<file path="src/rtl/um245r_bridge_pkg.sv">
`default_nettype none
// ============================================================================
// Module      : um245r_bridge_pkg
// Description : Shared types for the UM245R-style CPU FIFO bridge.
// Revision    : 1.0 - initial release
// ============================================================================
package um245r_bridge_pkg;

   // CPU read-strobe state machine
   typedef enum logic [0:0] {
      RD_IDLE  = 1'b0,
      RD_DRIVE = 1'b1
   } rd_state_t;

endpackage : um245r_bridge_pkg
`default_nettype wire

</file>
<file path="src/rtl/um245r_bridge_sync_fifo.sv">
`default_nettype none
// ============================================================================
// Module      : sync_fifo
// Description : Single-clock FIFO, power-of-two depth, occupancy count and
//               first-word-fall-through head. Push is ignored while full and
//               pop is ignored while empty.
// Revision    : 1.0 - initial release
// ============================================================================
module sync_fifo #(
   parameter int WIDTH = 8,
   parameter int DEPTH = 16
) (
   input  logic                     clk,
   input  logic                     reset,
   input  logic                     push,
   input  logic [WIDTH-1:0]         din,
   input  logic                     pop,
   output logic [WIDTH-1:0]         head,
   output logic                     full,
   output logic                     empty,
   output logic [$clog2(DEPTH):0]   count
);

   localparam int AW = $clog2(DEPTH);
   localparam int CW = AW + 1;

   logic [WIDTH-1:0] mem_q [DEPTH];
   logic [AW-1:0]    wr_ptr_q, wr_ptr_d;
   logic [AW-1:0]    rd_ptr_q, rd_ptr_d;
   logic [CW-1:0]    count_q, count_d;
   logic             do_push, do_pop;

   assign full    = (count_q == CW'(DEPTH));
   assign empty   = (count_q == '0);
   assign count   = count_q;
   assign head    = mem_q[rd_ptr_q];
   assign do_push = push & ~full;
   assign do_pop  = pop & ~empty;

   // Pointer and occupancy update; pointers wrap naturally at power-of-two depth
   always_comb begin
      wr_ptr_d = wr_ptr_q;
      rd_ptr_d = rd_ptr_q;
      count_d  = count_q;
      if (do_push) wr_ptr_d = wr_ptr_q + 1'b1;
      if (do_pop)  rd_ptr_d = rd_ptr_q + 1'b1;
      case ({do_push, do_pop})
         2'b10:   count_d = count_q + 1'b1;
         2'b01:   count_d = count_q - 1'b1;
         default: count_d = count_q;
      endcase
   end

   // Control state registers
   always_ff @(posedge clk or posedge reset) begin
      if (reset) begin
         wr_ptr_q <= '0;
         rd_ptr_q <= '0;
         count_q  <= '0;
      end else begin
         wr_ptr_q <= wr_ptr_d;
         rd_ptr_q <= rd_ptr_d;
         count_q  <= count_d;
      end
   end

   // Storage array; contents need no reset since occupancy gates every read
   always_ff @(posedge clk) begin
      if (do_push) mem_q[wr_ptr_q] <= din;
   end

endmodule : sync_fifo
`default_nettype wire

</file>
<file path="src/rtl/um245r_bridge.sv">
`default_nettype none
// ============================================================================
// Module      : um245r_bridge
// Description : UM245R-style CPU parallel FIFO port. CPU side uses _rd / wr /
//               _rxf / _txe on a split data bus; host side uses valid/ready
//               byte streams. Independent RX and TX FIFOs.
//               Optional feature macro: UM245R_BRIDGE_LOOPBACK_EN (adds the
//               loopback input that routes TX FIFO output into the RX FIFO).
// Revision    : 1.0 - initial release
// ============================================================================
module um245r_bridge
   import um245r_bridge_pkg::*;
#(
   parameter int WIDTH    = 8,
   parameter int RX_DEPTH = 16,
   parameter int TX_DEPTH = 16
) (
   input  logic                        clk,
   input  logic                        reset,
   input  logic [WIDTH-1:0]            d_in,
   output logic [WIDTH-1:0]            d_out,
   output logic                        d_oe,
   input  logic                        _rd,
   input  logic                        wr,
   output logic                        _rxf,
   output logic                        _txe,
   input  logic [WIDTH-1:0]            rx_data,
   input  logic                        rx_valid,
   output logic                        rx_ready,
   output logic [WIDTH-1:0]            tx_data,
   output logic                        tx_valid,
   input  logic                        tx_ready,
   output logic [$clog2(RX_DEPTH):0]   rx_count,
   output logic [$clog2(TX_DEPTH):0]   tx_count,
   output logic                        rd_err,
`ifdef UM245R_BRIDGE_LOOPBACK_EN
   output logic                        wr_err,
   input  logic                        loopback
`else
   output logic                        wr_err
`endif
);

   // ------------------------------------------------------------------
   // Declarations
   // ------------------------------------------------------------------
   rd_state_t        state_q, state_d;
   logic             rd_q, rd_d, rd_prev_q, rd_prev_d, rd_armed_q, rd_armed_d;
   logic             wr_q, wr_d, wr_prev_q, wr_prev_d, wr_armed_q, wr_armed_d;
   logic [WIDTH-1:0] hold_q, hold_d;
   logic             hold_valid_q, hold_valid_d;
   logic [WIDTH-1:0] wdata_q, wdata_d;
   logic             wpush_q, wpush_d;
   logic             rd_err_q, rd_err_d;
   logic             wr_err_q, wr_err_d;

   logic             rd_fall, rd_rise, wr_fall;
   logic             rx_pop_cpu;
   logic             lb_en, lb_move;

   logic             rx_push, rx_pop, rx_full, rx_empty;
   logic [WIDTH-1:0] rx_head, rx_din;
   logic             tx_push, tx_pop, tx_full, tx_empty;
   logic [WIDTH-1:0] tx_head;

`ifdef UM245R_BRIDGE_LOOPBACK_EN
   assign lb_en = loopback;
`else
   assign lb_en = 1'b0;
`endif

   // ------------------------------------------------------------------
   // Strobe edge detection. A strobe only becomes "armed" once it has been
   // seen high since reset, so a strobe held low through reset release
   // cannot fake a falling edge.
   // ------------------------------------------------------------------
   assign rd_fall = rd_armed_q & rd_prev_q & ~rd_q;
   assign rd_rise = ~rd_prev_q & rd_q;
   assign wr_fall = wr_armed_q & wr_prev_q & ~wr_q;

   // Next-state for strobe samplers and the write path
   always_comb begin
      rd_d       = _rd;
      rd_prev_d  = rd_q;
      rd_armed_d = rd_armed_q | _rd;
      wr_d       = wr;
      wr_prev_d  = wr_q;
      wr_armed_d = wr_armed_q | wr;
      // capture bus data on the edge that samples wr going low
      wdata_d    = (wr_q && !wr) ? d_in : wdata_q;
      wpush_d    = wr_fall;
      wr_err_d   = wpush_q & tx_full;
   end

   // Read FSM next-state and hold-register logic
   always_comb begin
      state_d      = state_q;
      hold_d       = hold_q;
      hold_valid_d = hold_valid_q;
      rd_err_d     = 1'b0;
      rx_pop_cpu   = 1'b0;
      case (state_q)
         RD_IDLE: begin
            if (rd_fall) begin
               state_d      = RD_DRIVE;
               hold_valid_d = ~rx_empty;
               hold_d       = rx_empty ? '0 : rx_head;
               rd_err_d     = rx_empty;
            end
         end
         RD_DRIVE: begin
            if (rd_rise) begin
               state_d    = RD_IDLE;
               rx_pop_cpu = hold_valid_q;
            end
         end
         default: state_d = RD_IDLE;
      endcase
   end

   // All bridge state registers
   always_ff @(posedge clk or posedge reset) begin
      if (reset) begin
         state_q      <= RD_IDLE;
         rd_q         <= 1'b1;
         rd_prev_q    <= 1'b1;
         rd_armed_q   <= 1'b0;
         wr_q         <= 1'b1;
         wr_prev_q    <= 1'b1;
         wr_armed_q   <= 1'b0;
         hold_q       <= '0;
         hold_valid_q <= 1'b0;
         wdata_q      <= '0;
         wpush_q      <= 1'b0;
         rd_err_q     <= 1'b0;
         wr_err_q     <= 1'b0;
      end else begin
         state_q      <= state_d;
         rd_q         <= rd_d;
         rd_prev_q    <= rd_prev_d;
         rd_armed_q   <= rd_armed_d;
         wr_q         <= wr_d;
         wr_prev_q    <= wr_prev_d;
         wr_armed_q   <= wr_armed_d;
         hold_q       <= hold_d;
         hold_valid_q <= hold_valid_d;
         wdata_q      <= wdata_d;
         wpush_q      <= wpush_d;
         rd_err_q     <= rd_err_d;
         wr_err_q     <= wr_err_d;
      end
   end

   // ------------------------------------------------------------------
   // FIFO steering: host streams, or TX->RX loopback when enabled
   // ------------------------------------------------------------------
   assign lb_move  = lb_en & ~tx_empty & ~rx_full;
   assign rx_ready = ~rx_full & ~lb_en;
   assign tx_valid = ~tx_empty & ~lb_en;
   assign tx_data  = tx_head;

   assign rx_push  = lb_en ? lb_move : (rx_valid & rx_ready);
   assign rx_din   = lb_en ? tx_head : rx_data;
   assign rx_pop   = rx_pop_cpu;
   assign tx_push  = wpush_q & ~tx_full;
   assign tx_pop   = lb_en ? lb_move : (tx_valid & tx_ready);

   sync_fifo #(.WIDTH(WIDTH), .DEPTH(RX_DEPTH)) u_rx_fifo (
      .clk   (clk),
      .reset (reset),
      .push  (rx_push),
      .din   (rx_din),
      .pop   (rx_pop),
      .head  (rx_head),
      .full  (rx_full),
      .empty (rx_empty),
      .count (rx_count)
   );

   sync_fifo #(.WIDTH(WIDTH), .DEPTH(TX_DEPTH)) u_tx_fifo (
      .clk   (clk),
      .reset (reset),
      .push  (tx_push),
      .din   (wdata_q),
      .pop   (tx_pop),
      .head  (tx_head),
      .full  (tx_full),
      .empty (tx_empty),
      .count (tx_count)
   );

   // ------------------------------------------------------------------
   // CPU-side outputs
   // ------------------------------------------------------------------
   assign d_oe   = (state_q == RD_DRIVE);
   assign d_out  = d_oe ? hold_q : '0;
   assign _rxf   = rx_empty | (state_q != RD_IDLE);
   assign _txe   = tx_full;
   assign rd_err = rd_err_q;
   assign wr_err = wr_err_q;

endmodule : um245r_bridge
`default_nettype wire

</file>
<file path="config.mk">
export PLATFORM = sky130hd
export DESIGN_NAME = um245r_bridge
export DESIGN_NICKNAME = d
export VERILOG_FILES = /design/src/rtl/um245r_bridge_pkg.sv /design/src/rtl/um245r_bridge_sync_fifo.sv /design/src/rtl/um245r_bridge.sv
export SDC_FILE = /design/constraint.sdc
export NUM_CORES = 1
export LEC_CHECK = 0
export BUFFER_PORTS_ARGS = -buffer_cell sky130_fd_sc_hd__buf_2
export CAP_MARGIN = 20
export CORE_ASPECT_RATIO = 1.1
export CORE_MARGIN = 5
export CORE_UTILIZATION = 45
export DETAILED_ROUTE_END_ITERATION = 8
export GPL_ROUTABILITY_DRIVEN = 0
export SYNTH_ARGS = -nofsm -noshare
export SYNTH_HDL_FRONTEND = slang
export SYNTH_HIERARCHICAL = 1
export SYNTH_SLANG_ARGS = --single-unit
</file>
<file path="constraint.sdc">
create_clock -name clk -period 6 [get_ports clk]
set_clock_uncertainty 0.1 [all_clocks]
set_input_delay 0.3 -clock clk [delete_from_list [all_inputs] [get_ports clk]]
set_output_delay 0.3 -clock clk [all_outputs]
set_load 0.005 [all_outputs]
</file>
# Word level (Yosys, flattened, before mapping)
# Memories as Yosys holds them, arrays and structs flattened.
# Cells that the tools add are included.
word_totals:
  input_bits: 22
  register_bits: 53
  output_inout_bits: 33
  n_memories: 2
  wordCells: 81
  mem_bits_rw: 256
mem_list:
  columns: ["name", "depth", "width", "rd", "rd_clocked_by_memory_dff", "wr", "line", "source"]
  rows:
  - ["u_rx_fifo.mem_q", 16, 8, 1, 0, 1, "um245r_bridge_sync_fifo.sv:27", "logic [WIDTH-1:0] mem_q [DEPTH];"]
  - ["u_tx_fifo.mem_q", 16, 8, 1, 0, 1, "um245r_bridge_sync_fifo.sv:27", null]
op_classes:
  addsub: 8
  n_eq_ne: 6
  bitwise: 24
  n_mux: 15
  n_reduce_logical: 7
op_table:
  columns: ["op", "count"]
  rows:
  - ["case mux 5 bit (2 select lines)", 2]
  - ["adder 4 x 1 -> 4 bit (second input constant)", 4]
  - ["two-way mux 8 bit", 2]
  - ["AND 1 bit", 13]
  - ["adder 5 x 1 -> 5 bit (second input constant)", 2]
  - ["equality test 5 bit (second input constant)", 2]
  - ["zero test 5 bit", 2]
  - ["two-way mux 1 bit", 10]
  - ["subtractor 5 x 1 -> 5 bit (second input constant)", 2]
  - ["NOT 1 bit", 8]
  - ["equality test 2 x 1 -> 1 bit (second input constant)", 2]
  - ["equality test 2 bit (second input constant)", 2]
  - ["nonzero test 2 bit", 2]
  - ["bitwise OR 1 bit", 3]
  - ["case mux 1 bit (2 select lines)", 1]
  - ["AND reduction 2 bit", 1]
  - ["logical AND 1 bit", 1]
  - ["zero test 1 bit", 1]

# Longest topological paths before layout
# Gate-level depths: netlist of run 1.
depth:
  depth_word: 7
  mapped_depth: 15
  mapped_depth_nobuf: 14

# Modules after synthesis
# The synthesis of run 1 kept the hierarchy.
modules_own_cells:
  columns: ["mod", "cells_each", "seq_area_each_um2", "area_each_um2", "instances"]
  rows:
  - ["sync_fifo", 333, 4169.0, 5796.8, 2]
  - ["um245r_bridge", 84, 680.7, 1143.6, 1]

# Worst setup path before layout of run 1
# No wires, ideal clock.
synth_timing:
  path_type: "register to register"
  from: "reg u_tx_fifo.count_q[0], in the netlist u_tx_fifo/count[0]"
  to: "reg u_tx_fifo.count_q[4], in the netlist u_tx_fifo/count[4]"
  path_stages_with_launch: 16
  t_required_ns: 5.776
  setup_ns: 0.124
  path_slack_ns: 3.104
  arrival_time_ns: 2.673
  n_path_buf: 1
  synth_period_minus_slack_ns: 2.896
  path_cell_list: "dfrtp_1 -> nor4_2 -> nand2_1 -> inv_1 -> nor2b_1 -> and2_1 -> buf_4 -> inv_1 -> ha_1 -> inv_1 -> fa_1 -> nor2b_1 -> o21ai_0 -> nand3_1 -> or3b_1 -> xnor2_1"
synth_between:
  elab_chain_len: 6
  word_cells_on_any_way: 14
  cone_classes: "2 x add/sub; 3 x eq/ne; 1 x mux; 6 x bitwise; 2 x reduce/logical"
synth_lines:
  columns: ["item", "line", "source"]
  rows:
  - ["start, declared", "um245r_bridge_sync_fifo.sv:30", "logic [CW-1:0] count_q, count_d;"]
  - ["start signal, assigned", "um245r_bridge_sync_fifo.sv:63", "count_q <= count_d;"]
  - ["equality test 5 bit (*)", "um245r_bridge_sync_fifo.sv:33", "assign full = (count_q == CW'(DEPTH));"]
  - ["named net _txe", "um245r_bridge.sv:26", "output logic _txe,"]
  - ["NOT 1 bit (*)", "um245r_bridge.sv:165", "assign tx_push = wpush_q & ~tx_full;"]
  - ["AND 1 bit (*)", "um245r_bridge.sv:165", null]
  - ["named net tx_push", "um245r_bridge.sv:63", "logic tx_push, tx_pop, tx_full, tx_empty;"]
  - ["AND 1 bit (*)", "um245r_bridge_sync_fifo.sv:37", "assign do_push = push & ~full;"]
  - ["equality test 2 x 1 -> 1 bit / equality test 2 bit (equally long branches)", "um245r_bridge_sync_fifo.sv:47", "case ({do_push, do_pop})"]
  - ["case mux 5 bit (2 select lines) / nonzero test 2 bit (equally long branches)", null, null]
# Mark *: on every way through the listed nets, which the timed path passes. The rest lies on a longest branch.
# A chain may end at the register's enable or synchronous reset.

# Worst setup path in the final report of run 1
layout_timing:
  from: "reg u_tx_fifo.rd_ptr_q[0]"
  to: "out tx_data[0]"
layout_between:
  elab_chain_len: 1
layout_lines:
  columns: ["item", "line", "source"]
  rows:
  - ["start, declared", "um245r_bridge_sync_fifo.sv:29", "logic [AW-1:0] rd_ptr_q, rd_ptr_d;"]
  - ["start signal, assigned", "um245r_bridge_sync_fifo.sv:62", "rd_ptr_q <= rd_ptr_d;"]
  - ["memory read (16 x 8 bit)", null, null]
  - ["end, declared", "um245r_bridge.sv:30", "output logic [WIDTH-1:0] tx_data,"]
# Every way passes these cells.

==> impl_metrics.env, run 1 <==
export IMPL_vias_per_cell=5.43
export IMPL_hold_violations=0
export IMPL_cts_sinks=309
export IMPL_drc=0
export IMPL_cts_root_buf="clkbuf_16"
export IMPL_p_total_uw=6810
export IMPL_grt_pass1_wl_um=41100
export IMPL_maxSlewViolCount=0
export IMPL_ir_drop_mv=0.297
export IMPL_antenna_found_initial=0
export IMPL_relSlewSlack_pct=29.2
export IMPL_cp_start_kind="flop"
export IMPL_hpwl_um=17900
export IMPL_setup_violations=0
export IMPL_period_needed_ns=3.55
export IMPL_grt_max_degree=32
export IMPL_syn_area_per_cell_um2=17.0
export IMPL_powerDensity_nw_per_um2=470
export IMPL_cp_arrival_ns=3.15
export IMPL_power_leakage_uw=0.00525
export IMPL_rsz0062_at_grt="false"
export IMPL_drt_initial_drc_count=492
export IMPL_hold_depth=1
export IMPL_cts_buffers=34
export IMPL_fin_setup_tns_ns=0
export IMPL_nFillCells=2250
export IMPL_yosys_warnings=6
export IMPL_rows=64
export IMPL_dp_cells=1139
export IMPL_required_ns=5.60
export IMPL_htree_levels=2
export IMPL_ff2ff_setup_slack_ns=2.77
export IMPL_wl_per_cell_um=21.9
export IMPL_cp_cell_sequence="buf_4 -> mux2i_1 -> a221oi_1 -> o21ai_0 -> nand2_1 -> buf_2"
export IMPL_post_cts_buffers=0
export IMPL_initial_core_util_pct=45.7
export IMPL_async_flop_share_pct=17.2
export IMPL_synth_fp_nets=792
export IMPL_die_width_um=170
export IMPL_final_core_util_pct=52.0
export IMPL_drv_cap=0
export IMPL_worst_slew_pin_slew_ns=1.06
export IMPL_drt_wl_total_um=26600
export IMPL_clock_fmax_mhz=282
export IMPL_drt_pass1_iterations=5
export IMPL_crit_path_max_fanout=31
export IMPL_drive_gt1_share_pct=21.7
export IMPL_synth_distinct_cells=41
export IMPL_insertedDiodeCount=0
export IMPL_syn_inst=750
export IMPL_io_pins=55
export IMPL_synth_edf_count=256
export IMPL_worstReg2RegStart="u_tx_fifo/count[0]"
export IMPL_hold_class="in -> reg"
export IMPL_cp_top_family="compound AO/OA/AOI/OAI gates"
export IMPL_hold_start="rx_data[2]"
export IMPL_cts_tree="built"
export IMPL_syn2layout_area_growth_pct=13.9
export IMPL_via_count=6595
export IMPL_critPathKind="reg -> out"
export IMPL_die_h_um=186
export IMPL_path_clk_slew_ns=0.06
export IMPL_cp_num_buf_inv=2
export IMPL_status="completed"
export IMPL_clockBufferDepth=3
export IMPL_holdPathEnd="u_rx_fifo/mem_q[10][2]"
export IMPL_dieArea_um2=31800
export IMPL_clk_latency_ns=0.50
export IMPL_io_buffer_count=54
export IMPL_grtUsageTotal_pct=17.0
export IMPL_r2r_end="u_tx_fifo/count[4]"
export IMPL_syn_cell_area_um2=12700
export IMPL_crit_slowest_cell="dfrtp_2"
export IMPL_final_cells=1214
export IMPL_slowest_delay_ns=0.79
export IMPL_grt_ovfl_total=0
export IMPL_synth_seq_area_share_pct=70.8
export IMPL_reg2reg_depth=12
export IMPL_fin_nets=867
export IMPL_synth_main_ff_cell="edfxtp_1"
export IMPL_timing_final_crit_share_pct=59.2
export IMPL_ant_nets=0
export IMPL_grt_pass1_vias=6903
export IMPL_core_area_um2=27900
export IMPL_end_kind="output pin"
export IMPL_synth_seq_cells=309
export IMPL_critical_path_startpoint="u_tx_fifo/rd_ptr_q[0]"
## cell usage after synthesis, types with 6 or more instances
master | instances | area, µm²
a21oi_1 | 20 | 100
a221oi_1 | 16 | 140
a22oi_1 | 16 | 120
and2_1 | 14 | 87.6
buf_2 | 9 | 45.0
buf_6 | 13 | 146
clkbuf_1 | 10 | 37.5
dfrtp_1 | 49 | 1230
edfxtp_1 | 256 | 7690
ha_1 | 18 | 225
inv_1 | 23 | 86.3
mux2_1 | 8 | 90.1
mux2_2 | 16 | 180
mux2_4 | 10 | 150
mux2i_1 | 51 | 510
mux4_2 | 32 | 721
nand2_1 | 37 | 139
nor2_1 | 24 | 90.1
nor2b_1 | 19 | 119
nor3_1 | 8 | 40.0
o21ai_0 | 40 | 200
xnor2_1 | 14 | 123
xor2_1 | 6 | 52.6
## area by class of cell
| cell class | count | area, µm² | share of cell area [%] |
|---|---|---|---|
| Sequential cell | 309 | 9020 | 62.2 |
| Multi-Input combinational cell | 378 | 3330 | 23.0 |
| Clock buffer | 44 | 962 | 6.63 |
| Timing Repair Buffer | 79 | 509 | 3.51 |
| Tap cell | 363 | 454 | 3.13 |
| Clock inverter | 18 | 138 | 0.949 |
| Inverter | 23 | 86.3 | 0.595 |
## logic make-up after synthesis
group / synth area share [%]
DFF: 70.8
AOI/OAI and AO/OA: 4.57
muxes: 13.0
adders and majority gates: 2.08
and+or+nand+nor: 5.18
xor gates and xnor gates: 1.38
buffers and inverters: 3.03
## placed cells by master (no fill, tap or decap), drive strengths merged, types with 2 or more instances in the layout
cell type	n
nand4	2
a21o	2
nand2b	4
dlygate4sd3	11
inv	23
or2	3
nor4	2
mux4	32
a21oi	20
nor2	24
mux2	34
and2b	2
ha	18
and2	14
dfstp	4
a22oi	16
nor2b	19
bufinv	2
dfrtp	49
xnor2	14
clkbuf	44
nand2	39
xor2	6
buf	68
o21ai	40
fa	2
edfxtp	256
clkinv	15
mux2i	51
nor3	8
nand3	4
a221oi	16
or3b	2
## stage by stage
step	hold slack [ns]	setup WS, ns	instance area [µm²]
finish	0.101	2.45	14500
global route	0.0951	2.25	14500
CTS	0.0818	2.34	14500
detailed placement	0.271	2.74	13300
global placement	0.259	2.82	13200
floorplan	0.0770	3.10	12700
## worst max path at each step
stage	slack, ns	endpoint	depth (start not counted)
CTS	2.34	tx_data[0]	5
global placement	2.82	u_rx_fifo/count[4]	10
detailed placement	2.74	u_rx_fifo/count[4]	10
finish	2.45	tx_data[0]	6
global route	2.25	tx_data[6]	6
floorplan	3.10	u_tx_fifo/count[4]	15
## layer usage
metal / track usage (%) / vias to the layer above / share of wire [%]
met5: 0 / - / 0
met4: 5.04 / 0 / 2.4
met3: 3.11 / 41 / 3.9
met2: 30.6 / 136 / 55
met1: 20.7 / 3401 / 39
li1: - / 3017 / -
## timing repair
item                                   in CTS  in global routing
endpoints found under the hold margin      38                  0
gates resized for setup                     0                  0
hold buffers                               11                  0
## registers in the layout, summed over array words and instances (netlist names), 4 cells and up
register / flops
hold_q: 8
u_rx_fifo/count: 5
u_rx_fifo/mem_q: 128
u_rx_fifo/rd_ptr_q: 4
u_rx_fifo/wr_ptr_q: 4
u_tx_fifo/count: 5
u_tx_fifo/mem_q: 128
u_tx_fifo/rd_ptr_q: 4
u_tx_fifo/wr_ptr_q: 4
wdata_q: 8
## report_power, final
group | internal, µW | leakage [µW] | total, µW | switching, µW
sequential | 2620 | 0.00293 | 3010 | 385
clock | 1220 | 0.000541 | 2000 | 787
combinational | 871 | 0.00178 | 1800 | 929
Note: power is estimated with default switching activity, not from simulation.
==> inputs of run 2 (changes only) <==
==> constraint.sdc (replaced) <==
create_clock -name clk -period 3.6 [get_ports clk]
set_clock_uncertainty 0.1 [all_clocks]
set_input_delay 0.18 -clock clk [delete_from_list [all_inputs] [get_ports clk]]
set_output_delay 0.18 -clock clk [all_outputs]
set_load 0.005 [all_outputs]
==> impl_metrics.env, run 2 (synthesized netlist as in run 1, its figures left out) <==
export IMPL_hold_violations=0
export IMPL_most_common_layout_cells="256 x edfxtp_1, 54 x buf_2, 51 x mux2i_1"
export IMPL_grt_max_degree=29
export IMPL_die_width_um=170
export IMPL_powerDensity_nw_per_um2=782
export IMPL_via_count=6574
export IMPL_syn2layout_area_growth_pct=15.0
export IMPL_critPathKind="reg -> reg"
export IMPL_period_needed_ns=3.20
export IMPL_initial_core_util_pct=45.7
export IMPL_core_area_um2=27900
export IMPL_crit_top_cell="inv_1"
export IMPL_cp_start_kind="flop"
export IMPL_io_pins=55
export IMPL_cp_cell_sequence="nor4_2 -> nand2_1 -> inv_1 -> nor2b_1 -> and2_1 -> inv_1 -> ha_1 -> inv_1 -> fa_1 -> nor2b_1 -> o21ai_0 -> nand3_1 -> or3b_1 -> xnor2_1"
export IMPL_maxSlewViolCount=0
export IMPL_crit_slowest_cell="dfrtp_1"
export IMPL_top_regs="u_rx_fifo/mem_q x128, u_tx_fifo/mem_q x128"
export IMPL_grtUsageTotal_pct=16.7
export IMPL_setup_violations=0
export IMPL_io_buffer_count=54
export IMPL_htree_levels=2
export IMPL_end_kind="flop"
export IMPL_rsz0062_at_grt="false"
export IMPL_ir_drop_mv=0.680
export IMPL_nFillCells=2237
export IMPL_fin_nets=880
export IMPL_relSlewSlack_pct=43.8
export IMPL_clk_latency_ns=0.50
export IMPL_fin_setup_tns_ns=0
export IMPL_grt_pass1_vias=7153
export IMPL_antenna_found_initial=0
export IMPL_grt_ovfl_total=0
export IMPL_cts_tree="built"
export IMPL_hpwl_um=17700
export IMPL_drc=0
export IMPL_power_leakage_uw=0.00532
export IMPL_insertedDiodeCount=0
export IMPL_dieArea_um2=31800
export IMPL_worstReg2RegStart="u_rx_fifo/count[0]"
export IMPL_reg2reg_depth=14
export IMPL_drt_wl_total_um=26200
export IMPL_timing_final_crit_share_pct=88.9
export IMPL_slowest_delay_ns=0.44
export IMPL_drt_pass1_iterations=5
export IMPL_r2r_end="u_rx_fifo/count[4]"
export IMPL_status="completed"
export IMPL_p_total_uw=11500
export IMPL_drive_gt1_share_pct=21.7
export IMPL_ff2ff_setup_slack_ns=0.40
export IMPL_wl_per_cell_um=21.4
export IMPL_cts_root_buf="clkbuf_16"
export IMPL_path_clk_slew_ns=0.06
export IMPL_required_ns=3.88
export IMPL_cp_num_buf_inv=3
export IMPL_cts_buffers=34
export IMPL_drt_initial_drc_count=346
export IMPL_hold_class="in -> async"
export IMPL_layout_commonest_cell="edfxtp_1"
export IMPL_worst_slew_pin_slew_ns=0.840
export IMPL_crit_path_max_fanout=9
export IMPL_grt_pass1_wl_um=41100
export IMPL_rows=64
export IMPL_vias_per_cell=5.37
export IMPL_ant_nets=0
export IMPL_drv_cap=0
export IMPL_cp_top_family="simple AND/OR/NAND/NOR gates"
export IMPL_cts_sinks=309
export IMPL_die_h_um=186
export IMPL_clock_fmax_mhz=312
export IMPL_cp_arrival_ns=3.48
export IMPL_clockBufferDepth=3
==> run 2: cell count changes in the layout (fill, tap and decap cells not counted) <==
cell,previous run,this run
clkinv_4,1,0
clkbuf_16,37,38
dlygate4sd3_1,11,19
buf_12,0,2
clkinvlp_4,1,0
inv_6,0,1
clkinv_1,7,8
buf_6,1,0
clkinv_2,7,4
buf_4,12,16
==> run 2: final cells by class <==
cell class | count | area [µm²] | area share [%]
Sequential cell | 309 | 9020 | 61.6
Multi-Input combinational cell | 378 | 3330 | 22.8
Clock buffer | 45 | 987 | 6.74
Timing Repair Buffer | 92 | 648 | 4.42
Tap cell | 363 | 454 | 3.10
Clock inverter | 15 | 119 | 0.811
Inverter | 23 | 86.3 | 0.589
==> run 2: through the flow <==
step	instances	setup slack, ns	cell area [µm²]	util (%)	hold slack (ns)
after floorplan	750	0.704	12700	-	-0.0430
after global placement	1144	0.541	13300	47.8	0.149
after detailed placement	1144	0.404	13300	47.8	0.170
after CTS	1223	0.398	14600	52.4	0.183
after global routing	1225	0.140	14600	52.6	0.110
final	1225	0.400	14600	52.6	0.101
==> run 2: per-layer routing <==
metal	part of all wire [%]	wire, µm	track usage (%)
met2	54	14200	29.9
met4	2.5	665	4.88
met3	3.2	836	2.75
met5	0	0	0
met1	40	10500	20.9
==> run 2: worst max-delay path by stage <==
stage | from | to | slack (ns) | cells after the start
after floorplan | u_tx_fifo/count[0] | u_tx_fifo/count[4] | 0.70 | 15
after global placement | u_tx_fifo/count[0] | u_tx_fifo/count[4] | 0.54 | 14
after detailed placement | u_rx_fifo/count[0] | u_rx_fifo/count[4] | 0.40 | 10
after CTS | u_rx_fifo/count[0] | u_rx_fifo/count[4] | 0.40 | 10
after global routing | u_rx_fifo/count[0] | u_rx_fifo/count[4] | 0.14 | 10
final | u_rx_fifo/count[0] | u_rx_fifo/count[4] | 0.40 | 14
==> run 2: power breakdown <==
group / internal [µW] / switching [µW] / leakage, µW
logic: 1520 / 1720 / 0.00185
registers: 4370 / 501 / 0.00293
clock network: 2070 / 1280 / 0.000544
total: 7960 / 3510 / 0.00532
==> run 2: worst register-to-register path, cell delays in order, from the launching register on <==
cell	delay, ns
dfrtp_1	0.44
nor4_2	0.34
nand2_1	0.12
inv_1	0.08
nor2b_1	0.04
and2_1	0.26
inv_1	0.11
ha_1	0.22
inv_1	0.11
fa_1	0.43
nor2b_1	0.12
o21ai_0	0.13
nand3_1	0.11
or3b_1	0.36
xnor2_1	0.13
==> run 2: repair_timing <==
action                    CTS  global route
hold endpoints to repair  177             0
buffers inserted            0             0
gates resized for setup     0             0
hold buffers               19             0
